===== src/rtl/c7bbiu.sv =====
// c7bbiu: LSU-to-system-bus interface unit. Runs one read or write at a time on a req/gnt/rvalid bus.
// Optional response timeout is compiled in with `define BIU_TIMEOUT_EN.
module c7bbiu #(
  parameter int unsigned TIMEOUT_CYCLES = 255
) (
  input  logic        clk,
  input  logic        resetn,
  input  logic        lsu_biu_rd_req_ls2,
  input  logic [31:0] lsu_biu_rd_addr_ls2,
  output logic        biu_lsu_rd_ack_ls2,
  output logic        biu_lsu_data_valid_ls3,
  output logic [63:0] biu_lsu_data_ls3,
  input  logic        lsu_biu_wr_req_ls2,
  input  logic [31:0] lsu_biu_wr_addr_ls2,
  input  logic [63:0] lsu_biu_wr_data_ls2,
  input  logic [7:0]  lsu_biu_wr_strb_ls2,
  output logic        biu_lsu_wr_ack_ls2,
  output logic        biu_lsu_wr_done_ls3,
  output logic        biu_lsu_buserr_ls3,
  output logic        bus_req,
  output logic        bus_we,
  output logic [31:0] bus_addr,
  output logic [63:0] bus_wdata,
  output logic [7:0]  bus_strb,
  input  logic        bus_gnt,
  input  logic        bus_rvalid,
  input  logic [63:0] bus_rdata,
  input  logic        bus_err
);

  typedef enum logic [1:0] {
    IDLE  = 2'd0,
    BREQ  = 2'd1,
    BRESP = 2'd2
  } state_t;

  if (TIMEOUT_CYCLES < 1 || TIMEOUT_CYCLES > 65535) begin : g_bad_timeout
    $error("c7bbiu: TIMEOUT_CYCLES out of range 1..65535");
  end

  state_t      state_q;
  logic [31:0] addr_q;
  logic        we_q;
  logic [63:0] wdata_q;
  logic [7:0]  strb_q;
  logic        req_q;
  logic        dv_q;
  logic        done_q;
  logic        err_q;
  logic [63:0] data_q;

  logic        rd_ack;
  logic        wr_ack;
  logic        timeout;

  // Read has priority; a pending write simply waits for the next IDLE cycle.
  assign rd_ack = (state_q == IDLE) && lsu_biu_rd_req_ls2;
  assign wr_ack = (state_q == IDLE) && lsu_biu_wr_req_ls2 && !lsu_biu_rd_req_ls2;

`ifdef BIU_TIMEOUT_EN
  logic [15:0] cnt_q;
  // cnt_q counts rvalid-less response cycles already elapsed; this cycle would be the last one allowed.
  assign timeout = (state_q == BRESP) && !bus_rvalid
                   && (cnt_q == 16'(TIMEOUT_CYCLES - 1));
`else
  assign timeout = 1'b0;
`endif

  always_ff @(posedge clk or negedge resetn) begin
    if (!resetn) begin
      state_q <= IDLE;
      addr_q  <= '0;
      we_q    <= 1'b0;
      wdata_q <= '0;
      strb_q  <= '0;
      req_q   <= 1'b0;
      dv_q    <= 1'b0;
      done_q  <= 1'b0;
      err_q   <= 1'b0;
      data_q  <= '0;
`ifdef BIU_TIMEOUT_EN
      cnt_q   <= '0;
`endif
    end else begin
      dv_q   <= 1'b0;
      done_q <= 1'b0;
      err_q  <= 1'b0;
      case (state_q)
        IDLE: begin
          if (rd_ack) begin
            addr_q  <= lsu_biu_rd_addr_ls2;
            we_q    <= 1'b0;
            wdata_q <= '0;
            strb_q  <= 8'hFF;
            req_q   <= 1'b1;
            state_q <= BREQ;
          end else if (wr_ack) begin
            addr_q  <= lsu_biu_wr_addr_ls2;
            we_q    <= 1'b1;
            wdata_q <= lsu_biu_wr_data_ls2;
            strb_q  <= lsu_biu_wr_strb_ls2;
            req_q   <= 1'b1;
            state_q <= BREQ;
          end
        end
        BREQ: begin
          if (bus_gnt) begin
            req_q   <= 1'b0;
            state_q <= BRESP;
`ifdef BIU_TIMEOUT_EN
            cnt_q   <= '0;
`endif
          end
        end
        BRESP: begin
          if (bus_rvalid) begin
            dv_q    <= !we_q;
            done_q  <= we_q;
            err_q   <= bus_err;
            // Writes leave the read data bus untouched; error reads return zero.
            if (!we_q) begin
              data_q <= bus_err ? 64'd0 : bus_rdata;
            end
            state_q <= IDLE;
          end else if (timeout) begin
            dv_q    <= !we_q;
            done_q  <= we_q;
            err_q   <= 1'b1;
            data_q  <= '0;
            state_q <= IDLE;
          end else begin
`ifdef BIU_TIMEOUT_EN
            cnt_q   <= cnt_q + 16'd1;
`endif
          end
        end
        default: begin
          req_q   <= 1'b0;
          state_q <= IDLE;
        end
      endcase
    end
  end

  assign biu_lsu_rd_ack_ls2     = rd_ack;
  assign biu_lsu_wr_ack_ls2     = wr_ack;
  assign biu_lsu_data_valid_ls3 = dv_q;
  assign biu_lsu_wr_done_ls3    = done_q;
  assign biu_lsu_buserr_ls3     = err_q;
  assign biu_lsu_data_ls3       = data_q;
  assign bus_req                = req_q;
  assign bus_we                 = we_q;
  assign bus_addr               = addr_q & 32'hFFFF_FFF8;
  assign bus_wdata              = wdata_q;
  assign bus_strb               = strb_q;

endmodule


===== config.mk =====
export PLATFORM = sky130hd
export DESIGN_NAME = c7bbiu
export DESIGN_NICKNAME = d
export VERILOG_FILES = /design/src/rtl/c7bbiu.sv
export SDC_FILE = /design/constraint.sdc
export NUM_CORES = 1
export LEC_CHECK = 0
export CAP_MARGIN = 20
export CORE_AREA = 2 2 146 148
export CTS_BUF_LIST = sky130_fd_sc_hd__clkbuf_8 sky130_fd_sc_hd__clkbuf_16
export DETAILED_ROUTE_END_ITERATION = 7
export DIE_AREA = 0 0 148 150
export GPL_ROUTABILITY_DRIVEN = 0
export PLACE_DENSITY = 0.74
export RECOVER_POWER = 50
export SYNTH_ARGS = -nofsm -noshare
export SYNTH_HDL_FRONTEND = slang
export SYNTH_SLANG_ARGS = --single-unit

===== constraint.sdc =====
create_clock -name clk -period 2 [get_ports clk]
set_input_delay 0.2 -clock clk [delete_from_list [all_inputs] [get_ports clk]]
set_output_delay 0.2 -clock clk [all_outputs]
set_load 0.005 [all_outputs]

==> results.yml, run 1 <==
detailed_routing:
  wirelength_um: 21000
  vias: 5629
  first_pass_iters: 4
  vias_per_cell: 4.60
  wl_per_cell_um: 17.2
  post-route-drc-count: 0
  drt_iter0_drc: 230
  postRouteAntennaNets: 0
worst_setup_path:
  end_kind: "output port"
  endpoint: "biu_lsu_rd_ack_ls2"
  timing.rr.end: "addr_q[7]"
  critPathLaunchType: "register"
  r2r_start: "state_q[1]"
  rr_worst_depth: 6
  ff2ff_setup_slack_ps: 270
  critPathLaunch: "state_q[1]"
  critPathKind: "register to output port"
  arrival_ps: 1690
  critPathMaxFanout: 6
  crit_required_ps: 1800
die:
  fp-row-count: 53
  design.die.area_mm2: 0.0222
  dieHeight_um: 150
  coreArea_mm2: 0.0207
  die_w_um: 148
  initial_utilization: 0.341
  pin_count: 382
flow_run:
  maxCapViolCount: 0
finish:
  area.growth.synth_to_final_pct: 65.8
  n_fill_cell: 1763
  multi_input_area_mm2: 0.00248
  fin_nets: 1144
  finalNonFillerCells: 1223
  drive_gt1_frac: 0.113
  regArea_mm2: 0.00431
  antenna_cells: 0
global_route:
  grt_pass1_vias: 5823
  grt_pass1_wl_um: 32200
  track_usage: 0.187
  grt_overflow: 0
  antenna_found_initial: 0
  grt_max_degree: 66
yosys:
  synth_edf_count: 0
  yosysUniqueCellTypes: 26
  synth.top_cells.by_area: "dfrtp_1 61%, a22o_1 7.9%, nand2b_1 5.7%"
  netlist_instances: 562
  synth_top_cell_area_share: 0.609
  synthFlopType: "dfrtp_1"
  synth_largest_area_cell: "dfrtp_1"
  yosysWarnings: 0
  syn_area_mm2: 0.00706
  async_reset_ff_frac: 1.00
  synth.avg_cell_area_um2: 12.6
  yosysMostFrequentCell: "dfrtp_1"
  seq_area_frac_synth: 0.609
  synth_commonest_cells: "172 x dfrtp_1, 68 x nand2_1, 65 x o21ai_1"
  synth-seq-cells: 172
timing:
  clock_skew_ps: 7.78
  fmax_mhz: 530
  relSlewSlack: 0.227
  min_period_ps: 1890
  tightest_slew_ps: 1160
  drv_slew: 0
  report.final.hold_viol_count: 0
  min_period_over_period: 0.944
  rsz0062_at_grt: "false"
  setup_viol: 0
  setup_tns_ps: 0
power_and_ir_drop:
  p_sw_mw: 4.74
  leakagePower_nw: 5.08
  power_frac_seq: 0.374
  p_int_mw: 11.3
  p_per_area_mw_per_mm2: 1370
  p_clk_frac: 0.195
  combPwrFrac: 0.431
  switching_share: 0.295
  vdd_drop_max_mv: 0.560
clock_tree:
  htreeDepth: 4
  insertion_delay_ps: 420
  cts_buffers: 17
  cts_sinks: 172
  cts_root_buffer: "clkbuf_16"
  clock_path_buffers: 2
  cts_tree: "built"
  clk_pin_slew_ps: 70
placement:
  portBuffers: 372
  hpwl_um: 15700
  place_inst: 1190
hold_path:
  min_from: "bus_rdata[41]"
  hp-class: "primary input to register"
status:
  status: "completed"
state kept, by name, summed over array words and instances (netlist names):
name                    count
bus_we                      1
biu_lsu_data_valid_ls3      1
state_q                     2
biu_lsu_wr_done_ls3         1
bus_strb                    8
bus_req                     1
addr_q                     29
bus_wdata                  64
biu_lsu_buserr_ls3          1
biu_lsu_data_ls3           64
timing repair:
| action | in CTS | in global routing |
|---|---|---|
| buffers inserted | 2 | 0 |
| endpoints found under the hold margin | 40 | 0 |
| resized for setup | 2 | 0 |
| hold buffers | 1 | 0 |
| endpoints found under the setup margin | 2 | 0 |
per-layer routing:
| metal | up-vias | part of all wire | track usage |
|---|---|---|---|
| met5 | - | 0 | 0 |
| met3 | 45 | 0.067 | 0.0521 |
| li1 | 2687 | - | - |
| met4 | 0 | 0.029 | 0.0805 |
| met1 | 2681 | 0.40 | 0.229 |
| met2 | 216 | 0.50 | 0.310 |
cells in the final DEF (no fill, tap or decap), types with 2 or more instances in the layout:
cell type | Yosys | layout
a22o_1 | 64 | 64
and3_1 | 2 | 2
buf_12 | 0 | 9
buf_4 | 5 | 9
clkbuf_1 | 11 | 2
clkbuf_16 | 0 | 17
clkbuf_2 | 0 | 3
clkbuf_4 | 0 | 2
clkdlybuf4s50_1 | 0 | 355
clkinvlp_4 | 0 | 5
conb_1 | 1 | 3
dfrtp_1 | 172 | 171
dlygate4sd3_1 | 0 | 16
inv_1 | 2 | 3
inv_2 | 2 | 2
inv_6 | 0 | 4
mux2_1 | 13 | 13
mux2_2 | 23 | 23
mux2_4 | 22 | 22
nand2_1 | 68 | 68
nand2b_1 | 64 | 64
o21ai_0 | 3 | 64
o21ai_1 | 65 | 3
o22a_1 | 8 | 8
cells by family (layout without fill, tap and decap cells):
group           after synthesis  count (layout)  share of synthesized area
compound gates              141             141                      0.139
buf+inv                      49             433                     0.0436
flops                       172             172                      0.609
mux                          58              58                      0.104
other cells                   1               3                   0.000531
simple gates                141             141                      0.104
worst min path at each step:
| stage | end | slack, ps | depth (start not counted) |
|---|---|---|---|
| final | biu_lsu_data_ls3[41] | 340 | 3 |
| after global routing | biu_lsu_data_ls3[34] | 320 | 3 |
| after CTS | biu_lsu_data_valid_ls3 | 290 | 2 |
| after detailed placement | bus_wdata[9] | 170 | 1 |
| after global placement | biu_lsu_data_ls3[48] | 160 | 1 |
| after floorplan | addr_q[10] | -100 | 0 |
final cells by class:
type,count,area share
multi-input combinational,343,0.212
clock buffer,17,0.0363
timing repair buffer,399,0.343
tap,275,0.0294
inverter,4,0.00128
sequential,172,0.368
clock inverter,13,0.0103
power by group through the flow:
stage	logic [mW]	clock network (mW)	registers, mW
global placement	7.02	0	6.01
CTS	7.20	3.23	6.02
floorplan	2.42	0	6.12
detailed placement	7.13	0	6.05
global route	7.44	3.39	6.21
finish	6.92	3.13	6.00
stage by stage:
stage               area (µm²)  hold slack (ps)  utilization  setup WS [ps]  total power [mW]
floorplan                 7070            -95.6            -            554              8.54
global placement         11200              165        0.542            122              13.0
detailed placement       11200              165        0.542            128              13.2
CTS                      11800              291        0.569           83.4              16.4
global route             11700              322        0.566           17.3              17.0
finish                   11700              338        0.566            112              16.1
worst max-delay path: stages, from the launching register on:
cell,delay (ps)
dfrtp_2,460
nor2_4,150
and2_1,150
clkdlybuf4s50_1,520
No activity file was read; power rests on OpenSTA's default activity.
==> inputs of run 2 (changes only) <==
==> config.mk (replaced) <==
export PLATFORM = sky130hd
export DESIGN_NAME = c7bbiu
export DESIGN_NICKNAME = d
export VERILOG_FILES = /design/src/rtl/c7bbiu.sv
export SDC_FILE = /design/constraint.sdc
export NUM_CORES = 1
export LEC_CHECK = 0
export CORE_AREA = 2 2 149 151
export CTS_BUF_LIST = sky130_fd_sc_hd__clkbuf_8 sky130_fd_sc_hd__clkbuf_16
export DETAILED_ROUTE_END_ITERATION = 7
export DIE_AREA = 0 0 151 153
export GPL_ROUTABILITY_DRIVEN = 0
export PLACE_DENSITY = 0.72
export RECOVER_POWER = 50
export SYNTH_ARGS = -nofsm -noshare
export SYNTH_HDL_FRONTEND = slang
export SYNTH_SLANG_ARGS = --single-unit
==> constraint.sdc (replaced) <==
create_clock -name clk -period 2.4 [get_ports clk]
set_input_delay 0.24 -clock clk [delete_from_list [all_inputs] [get_ports clk]]
set_output_delay 0.24 -clock clk [all_outputs]
set_load 0.005 [all_outputs]
==> run 2 against run 1 <==
Net effect: setup slack improved by 200 ps; clock-buffer cell count rose by 4; sequential power is 16% lower; routed wire length up 2.2%; design area down 0.62%; via count decreased by 0.78%; global-route usage about the same; clock skew is 6.1 ps higher; hold slack gained 36 ps; non-clock buffer count shrank 8; sequential cell count is the same; critical endpoint is now biu_lsu_wr_ack_ls2; largest power group unchanged.
==> results.yml, run 2 (synthesized netlist as in run 1, its figures left out) <==
status:
  status: "completed"
detailed_routing:
  wl_per_cell_um: 17.5
  first_pass_iters: 4
  vias: 5585
  vias_per_cell: 4.57
  postRouteAntennaNets: 0
  post-route-drc-count: 0
  wirelength_um: 21400
  drt_iter0_drc: 192
worst_setup_path:
  critPathLaunch: "state_q[0]"
  arrival_ps: 1850
  r2r_start: "state_q[0]"
  end_kind: "output port"
  critPathKind: "register to output port"
  critPathLaunchType: "register"
  critPathMaxFanout: 6
  crit_required_ps: 2160
die:
  design.die.area_mm2: 0.0231
  fp-row-count: 54
  die_w_um: 151
  pin_count: 382
  dieHeight_um: 153
  coreArea_mm2: 0.0215
  initial_utilization: 0.329
finish:
  layout_commonest_cell: "clkdlybuf4s50_1"
  drive_gt1_frac: 0.108
  antenna_cells: 0
  area.growth.synth_to_final_pct: 64.8
  n_fill_cell: 1903
  fin_nets: 1136
  finalNonFillerCells: 1222
  final_cell_mix: "357 x clkdlybuf4s50_1, 172 x dfrtp_1, 68 x nand2_1"
  final_core_util: 0.542
clock_tree:
  htreeDepth: 4
  cts_setup_buffers: 0
  cts_sinks: 172
  clk_pin_slew_ps: 70
  cts_tree: "built"
  insertion_delay_ps: 420
  cts_buffers: 17
  cts_root_buffer: "clkbuf_16"
  clock_path_buffers: 2
  cts-resized-gates: 0
timing:
  worst_slack_ps: 313
  setup_tns_ps: 0
  min_period_ps: 2090
  tightest_slew_ps: 1430
  report.final.hold_viol_count: 0
  relSlewSlack: 0.0495
  min_period_over_period: 0.870
  whs_ps: 374
  drv_slew: 0
  clock_skew_ps: 13.9
  fmax_mhz: 479
  setup_viol: 0
  rsz0062_at_grt: "false"
global_route:
  busiest_layer: "met2"
  track_usage: 0.187
  met1_usage: 0.236
  grt_overflow: 0
  grt_pass1_wl_um: 33500
  grt_max_degree: 130
  antenna_found_initial: 0
  grt_pass1_vias: 5947
  grt_util_met2: 0.301
  grtUsageMet3: 0.0552
placement:
  place_inst: 1189
  portBuffers: 372
  hpwl_um: 15700
  post-place-ws_ps: 282
power_and_ir_drop:
  vdd_drop_max_mv: 0.498
  p_per_area_mw_per_mm2: 1150
  leakagePower_nw: 5.04
flow_run:
  maxCapViolCount: 0
hold_path:
  min_from: "bus_rdata[14]"
  hp-class: "primary input to register"
==> run 2: cell count changes in the layout (fill, tap and decap cells not counted), moves of 2 or more <==
cell             before  now
clkinvlp_4            5    3
clkbuf_2              3    6
o21ai_1               3    0
clkbuf_8              0    4
o21ai_0              64   67
buf_12                9    3
clkdlybuf4s50_1     355  357
inv_8                 0    2
==> run 2: worst paths after layout <==
| path | cells after the start | endpoint | slack, ps |
|---|---|---|---|
| worst max register to register | 3 | biu_lsu_data_ls3[11] | 380 |
| min in group asynchronous | 2 | biu_lsu_data_ls3[51] | 710 |
| worst min register to register | 2 | biu_lsu_data_ls3[25] | 470 |
| max in group asynchronous | 3 | bus_wdata[40] | 480 |
| worst max-delay path | 4 | biu_lsu_wr_ack_ls2 | 310 |
| worst min-delay path | 3 | biu_lsu_data_ls3[14] | 370 |
==> run 2: per-stage QoR <==
stage | power [mW] | instance area [µm²]
floorplan | 7.12 | 7070
global placement | 10.7 | 11100
detailed placement | 10.8 | 11100
CTS | 13.7 | 11700
global route | 14.3 | 11600
finish | 13.4 | 11600
==> run 2: routing by layer <==
metal | routed length (µm) | up-vias | part of all wire
met2 | 10400 | 208 | 0.49
met5 | 0 | - | 0
li1 | - | 2679 | -
met3 | 1560 | 40 | 0.073
met4 | 661 | 0 | 0.031
met1 | 8790 | 2658 | 0.41
==> run 2: timing repair <==
action,CTS,global route
endpoints found under the hold margin,46,0
hold buffers,1,0
setup endpoints to repair,0,0
==> run 2: power breakdown <==
part           internal [mW]  switching (mW)  leakage [nW]
clock network           1.57            1.24         0.287
logic                   3.61            1.96          2.55
registers               4.24           0.782          2.21
total                   9.43            3.99          5.04
==> run 2: critical path, stage by stage (launching register included) <==
cell and delay, ps:
dfrtp_1 450, nor2_4 230, nand3b_4 100, inv_2 60
clkdlybuf4s50_1 590
==> run 2: layout make-up <==
type	instances	area, µm²	area share
well taps	280	350	0.0301
flip-flops and latches	172	4300	0.370
multi-input cells	343	2490	0.214
inverters	4	15.0	0.00129
clock buffers	21	480	0.0413
repair buffers	391	3880	0.334
clock inverters	11	119	0.0102
==> inputs of run 3 (changes only) <==
--- a/config.mk
+++ b/config.mk
@@ -12,6 +12,7 @@
 export GPL_ROUTABILITY_DRIVEN = 0
 export PLACE_DENSITY = 0.72
 export RECOVER_POWER = 50
+export SLEW_MARGIN = 25
 export SYNTH_ARGS = -nofsm -noshare
 export SYNTH_HDL_FRONTEND = slang
 export SYNTH_SLANG_ARGS = --single-unit
==> results of run 3 <==
No change in the layout: final DEF, timing and power equal those of run 2.
==> patch: new RTL, config.mk and constraints of run 3 <==
The 3 states of `state_t` get a one-hot encoding in 3 bits.
--- a/src/rtl/c7bbiu.sv
+++ b/src/rtl/c7bbiu.sv
@@ -28,10 +28,10 @@
   input  logic        bus_err
 );
 
-  typedef enum logic [1:0] {
-    IDLE  = 2'd0,
-    BREQ  = 2'd1,
-    BRESP = 2'd2
+  typedef enum logic [2:0] {
+    IDLE  = 3'b001,
+    BREQ  = 3'b010,
+    BRESP = 3'b100
   } state_t;
 
   if (TIMEOUT_CYCLES < 1 || TIMEOUT_CYCLES > 65535) begin : g_bad_timeout
Check against the original RTL: same outputs for any inputs over 4 cycles, from zero or initial values and one cycle with resetn low; so few cycles prove little.
==> patch against run 3 <==
  * Non-clock buffer count fell by 2
  * Sequential cell count grew 1
  * Critical path depth shrank 1
  * Cell area grew 1.7%
  * Routed wire length increased by 6.9%
  * Count of clock-buffer cells in the layout shrank 4
  * Synthesized area grew 2.5%
  * Cell count down 0.82%
  * Core utilization is 0.91 points higher
  * Worst setup slack got worse by 120 ps
  * Power rose by 0.67%
  * Clock skew shrank 0.55 ps
  * Critical endpoint is now biu_lsu_rd_ack_ls2
  * Highest routed layer unchanged
==> patch: results (changes against run 3) <==
metric	value	unit	change
p_leak	5.25	nW	was 5.04 nW
detailroute.wirelength.met3	1790	um	was 1560 um
final_layout_size_suffix_gt1_share	7.52	%	was 10.8%
post_synth_num_cell_types	38		was 26
final_min_period_over_clock_period	92.0	%	was 87.0%
synth_compound_gate_area_share	12.9	%	was 13.9%
timing.hold.worst_endpoint	addr_q[28]$_DFFE_PN0P_		was biu_lsu_data_ls3[14]$_DFFE_PN0P_
outcome	finished, final reports clean		unchanged
arrival	1970	ps	was 1850 ps
drt-vias-per-instance	4.92		was 4.57
sequential_element_share_of_the_synthesized_area	59.8	%	was 60.9%
reg2reg_slack	430	ps	was 380 ps
met2RoutedLength	11200	um	was 10,400 um
place_hpwl	16200	um	was 15,700 um
rr_worst_depth	5		was 3
reg_to_reg_end	bus_wdata[55]$_DFFE_PN0P_		was biu_lsu_data_ls3[11]$_DFFE_PN0P_
critical-path-slowest-cell	dfrtp_1		was clkdlybuf4s50_1
routedWlPerCell	18.9	um	was 17.5 um
grt_start_max_net_pins	66		was 130
placed_cells	1179		was 1,189
vdd.ir_drop.worst	0.442	mV	was 0.498 mV
min-delay-start	lsu_biu_rd_addr_ls2[28]		was bus_rdata[14]
placement.setup.worst_slack	349	ps	was 282 ps
antenna_violations_before_repair	1		was 0
fraction_of_synthesized_area_in_multiplexers	9.95	%	was 10.4%
skew	13.3	ps	was 13.9 ps
global_route.usage.met3	5.70	%	was 5.52%
synth_commonest_cells	dfrtp_1, nor2b_1, a22o_1		was dfrtp_1, nand2_1, o21ai_1
global_route_wire_length_before_repair	35100	um	was 33,500 um
use_met1	24.4	%	was 23.6%
fin_nets	1126		was 1,136
detail_route.wirelength.met1	9410	um	was 8790 um
critical_path.max_fanout	12		was 6
tightest_slew	1420	ps	was 1430 ps
layout.filler_cells	1854		was 1,903
grt_use_met2	32.4	%	was 30.1%
first_global_vias	6133		was 5,947
crit-reg2reg-launch	state_q[0]$_DFFE_PN1P_		was state_q[0]$_DFFE_PN0P_
timing.hold.ws	411	ps	was 374 ps
-- patch: cell count changes in the layout (fill, tap and decap cells not counted), sizes merged, moves of 6 or more --
cell,before,now
a32o,0,6
dlygate4sd3,15,82
o22ai,0,23
o21ai,68,1
nor2b,1,67
nand2,68,5
nor4b,0,24
nor2,2,26
nor3,0,23
nand2b,64,1
clkbuf,29,20
a221o,0,6
mux2,58,64
clkdlybuf4s50,357,288
-- patch: report_power, final --
part	total (mW)	internal, mW	switching, mW
clock network	2.89	1.67	1.22
logic	5.50	3.42	2.07
registers	5.12	4.28	0.839
total	13.5	9.37	4.14
-- patch: area by class of cell --
class	instances	area share [%]
repair buffers	389	32.9
inverters	3	0.0951
diodes	1	0.0211
clock buffers	17	3.59
multi-input cells	335	22.3
flip-flops and latches	173	36.6
well taps	280	2.96
clock inverters	14	1.55
-- patch: per-stage QoR --
stage	util, %	area [um2]
floorplan	-	7250
global placement	52.3	11200
detailed placement	52.3	11200
CTS	55.2	11900
global route	55.1	11800
finish	55.1	11800
